File: config.mk
export PLATFORM = sky130hd
export DESIGN_NAME = reg_ctrl_sequencer
export DESIGN_NICKNAME = d
export VERILOG_FILES = /design/src/rtl/reg_ctrl_sequencer.sv
export SDC_FILE = /design/constraint.sdc
export NUM_CORES = 1
export LEC_CHECK = 0
export CAP_MARGIN = 20
export CORE_ASPECT_RATIO = 1.2
export CORE_UTILIZATION = 35
export DETAILED_ROUTE_END_ITERATION = 7
export DONT_BUFFER_PORTS = 1
export GPL_ROUTABILITY_DRIVEN = 1
export PLACE_DENSITY = 0.56
export SLEW_MARGIN = 20
export SYNTH_ARGS = -nofsm -noshare
export SYNTH_HDL_FRONTEND = slang
export SYNTH_SLANG_ARGS = --single-unit
File: constraint.sdc
create_clock -name clk -period 3.2 [get_ports clk]
set_input_delay 0.8 -clock clk [delete_from_list [all_inputs] [get_ports clk]]
set_output_delay 0.8 -clock clk [all_outputs]
set_load 0.02 [all_outputs]
File: src/rtl/reg_ctrl_sequencer.sv
// reg_ctrl_sequencer: turns CLEAR / LOAD / STEP_UP / STEP_DOWN requests into
// per-cycle ctrl codes for a 3-bit-ctrl register. It also keeps a shadow copy
// of the value that register must hold.
module reg_ctrl_sequencer #(
    parameter int DATA_WIDTH = 8,
    parameter int STEP_WIDTH = 4
) (
    input  logic                  clk,
    input  logic                  rst,
    input  logic                  req_valid,
    output logic                  req_ready,
    input  logic [1:0]            req_op,
    input  logic [DATA_WIDTH-1:0] req_arg,
    output logic [2:0]            ctrl,
    output logic [DATA_WIDTH-1:0] data_out,
    output logic                  busy,
    output logic                  done,
    output logic [DATA_WIDTH-1:0] shadow
);

    typedef enum logic [1:0] {IDLE, ISSUE, DONE} state_t;
    typedef enum logic [1:0] {OP_CLEAR, OP_LOAD, OP_STEP_UP, OP_STEP_DOWN} op_t;
    typedef enum logic [2:0] {
        CTRL_NONE = 3'd0,
        CTRL_CLR  = 3'd1,
        CTRL_LOAD = 3'd2,
        CTRL_INCR = 3'd3,
        CTRL_DECR = 3'd4
    } ctrl_t;

    localparam logic [DATA_WIDTH-1:0] DATA_ONE = DATA_WIDTH'(1);
    localparam logic [STEP_WIDTH-1:0] STEP_ONE = STEP_WIDTH'(1);

    state_t                  state;
    op_t                     op_q;
    ctrl_t                   ctrl_q;
    ctrl_t                   first_code;
    logic [DATA_WIDTH-1:0]   arg_q;
    logic [STEP_WIDTH-1:0]   cnt;
    op_t                     req_op_e;
    logic [STEP_WIDTH-1:0]   req_k;
    logic                    req_is_step;
    logic                    last_issue;

    assign req_op_e    = op_t'(req_op);
    assign req_k       = req_arg[STEP_WIDTH-1:0];
    assign req_is_step = req_op[1];
    assign req_ready   = (state == IDLE);
    assign ctrl        = ctrl_q;
    assign last_issue  = !op_q[1] || (cnt == STEP_ONE);

    // ctrl code for the first issue cycle of an incoming request
    always_comb begin
        first_code = CTRL_NONE;
        case (req_op_e)
            OP_CLEAR:     first_code = CTRL_CLR;
            OP_LOAD:      first_code = CTRL_LOAD;
            OP_STEP_UP:   first_code = CTRL_INCR;
            OP_STEP_DOWN: first_code = CTRL_DECR;
            default:      first_code = CTRL_NONE;
        endcase
    end

    // Sequencer FSM. All outputs are registered. The shadow value updates on
    // the same edge at which the register samples the ctrl code being driven.
    always_ff @(posedge clk or negedge rst) begin
        if (!rst) begin
            state    <= IDLE;
            op_q     <= OP_CLEAR;
            ctrl_q   <= CTRL_NONE;
            arg_q    <= '0;
            cnt      <= '0;
            data_out <= '0;
            busy     <= 1'b0;
            done     <= 1'b0;
            shadow   <= '0;
        end else begin
            case (state)
                IDLE: begin
                    if (req_valid) begin
                        op_q  <= req_op_e;
                        arg_q <= req_arg;
                        cnt   <= req_k;
                        busy  <= 1'b1;
                        if (req_is_step && (req_k == '0)) begin
                            state <= DONE;
                            done  <= 1'b1;
                        end else begin
                            state    <= ISSUE;
                            ctrl_q   <= first_code;
                            data_out <= (req_op_e == OP_LOAD) ? req_arg : '0;
                        end
                    end
                end
                ISSUE: begin
                    case (op_q)
                        OP_CLEAR:     shadow <= '0;
                        OP_LOAD:      shadow <= arg_q;
                        OP_STEP_UP:   shadow <= shadow + DATA_ONE;
                        OP_STEP_DOWN: shadow <= shadow - DATA_ONE;
                        default:      shadow <= shadow;
                    endcase
                    if (last_issue) begin
                        state    <= DONE;
                        ctrl_q   <= CTRL_NONE;
                        data_out <= '0;
                        done     <= 1'b1;
                        cnt      <= '0;
                    end else begin
                        cnt <= cnt - STEP_ONE;
                    end
                end
                DONE: begin
                    state <= IDLE;
                    done  <= 1'b0;
                    busy  <= 1'b0;
                end
                default: begin
                    state    <= IDLE;
                    ctrl_q   <= CTRL_NONE;
                    data_out <= '0;
                    done     <= 1'b0;
                    busy     <= 1'b0;
                end
            endcase
        end
    end

endmodule

==> summary.txt <==
Status
  • Status: finished with violations
  • Failing checks: design-rule violations

Route
  • Vias: about 1500
  • Initial DRC Count: approximately 100
  • Post-Route WL: 4.35 mm
  • Wirelength per Cell: 15.2 µm
  • DR vias/cell: roughly 5.3
  • DRT Pass-1 Iters: 6
  • Final ANT Viol Nets: 0
  • # DRC: 3

Synth
  • Syn Std Cell Area: between 2000 and 2500 µm²
  • Post-synthesis mux area share: between 2 and 3%
  • Post-synthesis xor/xnor area fraction: around 2.6%
  • Syn Nets: 251
  • Sequential share of the synthesized area: 45.8%
  • Post-Syn Instances: between 200 and 250
  • Netlist cell types: 46
  • YS warnings: 0
  • Async set-reset flop share out of synthesis: 100%
  • Largest family of logic cells by synthesized area: simple AND/OR/NAND/NOR gates
  • Compound-Gate Fraction of Synth Area: 16.7%
  • Yosys reg bits: 37
  • Post-Synth Adder-Cell Area: 5.57%
  • EDFF count, synth: 0
  • Syn avg cell area: approximately 9 µm²
  • Ys flop type: dfrtp_1
  • Synth Area in Simple Gates: 20.6%

Layout
  • Post-Layout Inst Area: about 2100 µm²
  • Final Util: roughly two fifths
  • Leading cell types in the layout, fill and taps excluded: nand2_1, dfrtp_1, o21ai_0, inv_1, nor2_1
  • Share of layout cells above drive strength 1: 6.70%
  • Nets@finish: 246
  • N_diodes: 0
  • Commonest non-fill, non-tap cell in the layout: nand2_1
  • P&R area growth vs syn: 4.40%

Setup path
  • Worst endpoint data arrival time: roughly 2.4 ns
  • R2r setup slk: roughly 0.94 ns
  • Worst path max stage delay: 0.48 ns
  • CP Capture Type: flip-flop
  • Slowest CP cell: dfrtp_1
  • Critical path type: flip-flop to flip-flop
  • Maximum fanout along the worst path: 22
  • Worst Path Required: 3.32 ns
  • Startpoint Class: flip-flop
  • CP cell instances: nand2b_1 -> or2_4 -> a21o_4 -> o21ai_2 -> o21ai_0
  • Worst R2R Path Depth: 5

Clock tree
  • # clock sinks: 37
  • Post-CTS setup buffers: 0
  • CTS Hold Bufs: 0
  • CTS H-tree lvls: 2
  • Clock root cell: clkbuf_8
  • Clock latency at the later pin of the worst-skew pair: 0.28 ns
  • CTS tree: done
  • Clock Pin Slew Worst Setup and Hold Paths: 0.07 ns
  • Clk buf depth: 2
  • Resize count post-CTS: 0
  • Clock buffer count from CTS: 5

STA
  • Setup TNS: 0 ns
  • RSZ-0062 raised after global routing: no
  • Period utilization: 70.5%
  • Number of setup violations in the final report: 0
  • Max-slew violations: 0
  • Max_slew headroom: 50.2%
  • Clk_skew: approximately 0.0058 ns
  • Slew @ Worst Pin: roughly 0.74 ns
  • Final Hold Fails: 0
  • Tmin final: 2.26 ns
  • Fmax: ~440 MHz

Floorplan
  • Die area: 6080 µm²
  • # rows: 29
  • Die width: roughly 70 µm
  • Initial Utilization: 37.4%
  • IO Pins: 35
  • Core area: ~5400 µm²
  • Die height: 85.2 µm

Hold path
  • Hold Path Class: primary input to asynchronous set/reset pin

Global routing
  • Grt total ovfl: 0
  • Vias in the first global route: ~1500
  • Largest net degree at the start of global routing: 38
  • Global-route wire length before repair: 7.42 mm
  • Total track usage: ~16%
  • Antenna violations before repair: 0

Power
  • Comb power frac: 37.6%
  • Sw Share: a little under half
  • Seq pwr share: 47.3%
  • Clk pwr share: 15.2%
  • Int Power: 1.16 mW
  • Psw: 0.981 mW
  • Leakage power: 0.971 nW
  • Worst VDD drop: approximately 560 µV
  • Power per cell area: a little over 1000 nW/µm²

Place
  • Placed inst area: just over 2000 µm²
  • Port bufs: 0
  • Detail Placement HPWL: between 3 and 4 mm
  • GP Congestion: roughly 0.75

Flow run
  • Max-Cap Viols: 0
## area by class of cell
| cell class | instances | area, µm² |
|---|---|---|
| clock buffers | 7 | 86.3 |
| fillers | 541 | 3300 |
| inverters | 13 | 48.8 |
| multi-input cells | 167 | 971 |
| flip-flops and latches | 37 | 926 |
| well taps | 62 | 77.6 |
## Yosys cell counts (2+ instances only)
master / number / area [µm²]
and3_1: 3 / 18.8
mux2_2: 2 / 22.5
buf_2: 4 / 20.0
a222oi_1: 2 / 20.0
nor3b_1: 3 / 22.5
xor2_1: 3 / 26.3
nor4_1: 2 / 12.5
inv_1: 12 / 45.0
nor3_1: 3 / 15.0
nor2_1: 12 / 45.0
a22oi_1: 3 / 22.5
xnor2_1: 3 / 26.3
dfrtp_1: 37 / 926
nor2b_1: 2 / 12.5
o21bai_1: 2 / 15.0
a221oi_1: 2 / 17.5
a21oi_1: 6 / 30.0
nand2b_1: 2 / 12.5
buf_6: 2 / 22.5
o21ai_0: 25 / 125
nand2_1: 58 / 218
a31oi_1: 2 / 12.5
ha_1: 9 / 113
nand3_1: 2 / 10.0
clkbuf_1: 3 / 11.3
mux2i_1: 3 / 30.0
o211ai_1: 2 / 15.0
and2_1: 2 / 12.5
## cells by family after synthesis
logic type                 after synthesis
and+or+nand+nor                         94
AOI/OAI and AO/OA                       53
DFF                                     37
buffers and inverters                   25
adders and majority gates                9
xor gates and xnor gates                 6
muxes                                    5
## power by group through the flow
stage	logic (mW)	clock network, mW	registers [mW]
floorplan	0.788	0	0.905
global placement	0.799	0	1.03
detailed placement	0.811	0	1.03
CTS	0.815	0.340	1.02
global route	0.935	0.357	1.06
finish	0.806	0.325	1.01
## worst max-delay path, delay by kind of cell, from the launching register on
| kind | cells | cell delay (ns) |
|---|---|---|
| DFF | 1 | 0.48 |
| and+or+nand+nor | 2 | 0.89 |
| AOI/OAI and AO/OA | 3 | 0.73 |
## final timing paths
kind	startpoint	end
min in group clk	arg_q[4]	arg_q[4]
max in group asynchronous	rst	shadow[3]
worst min-delay path	rst	arg_q[5]
worst max-delay path	state[1]	data_out[6]
worst max register to register	state[1]	data_out[6]
worst min register to register	arg_q[4]	arg_q[4]
## per-stage QoR
stage	setup WS [ns]	instances	total power [mW]	hold WS, ns
floorplan	1.14	229	1.69	0.446
global placement	0.745	279	1.83	0.468
detailed placement	0.630	279	1.84	0.470
CTS	0.927	286	2.17	0.192
global route	0.724	286	2.35	0.181
finish	0.944	286	2.15	0.202
## sequential cells by signal, summed over array words and instances (netlist names), 2 cells and up
register,cells
data_out,8
state,2
ctrl,3
shadow,8
cnt,4
arg_q,8
op_q,2
## per-layer routing
metal	GRT usage [%]	share of wire, %
met1	20.2	46
met2	25.3	47
met3	5.46	5.9
met4	5.45	1.3
met5	0	0
Note: power is estimated with default switching activity, not from simulation.
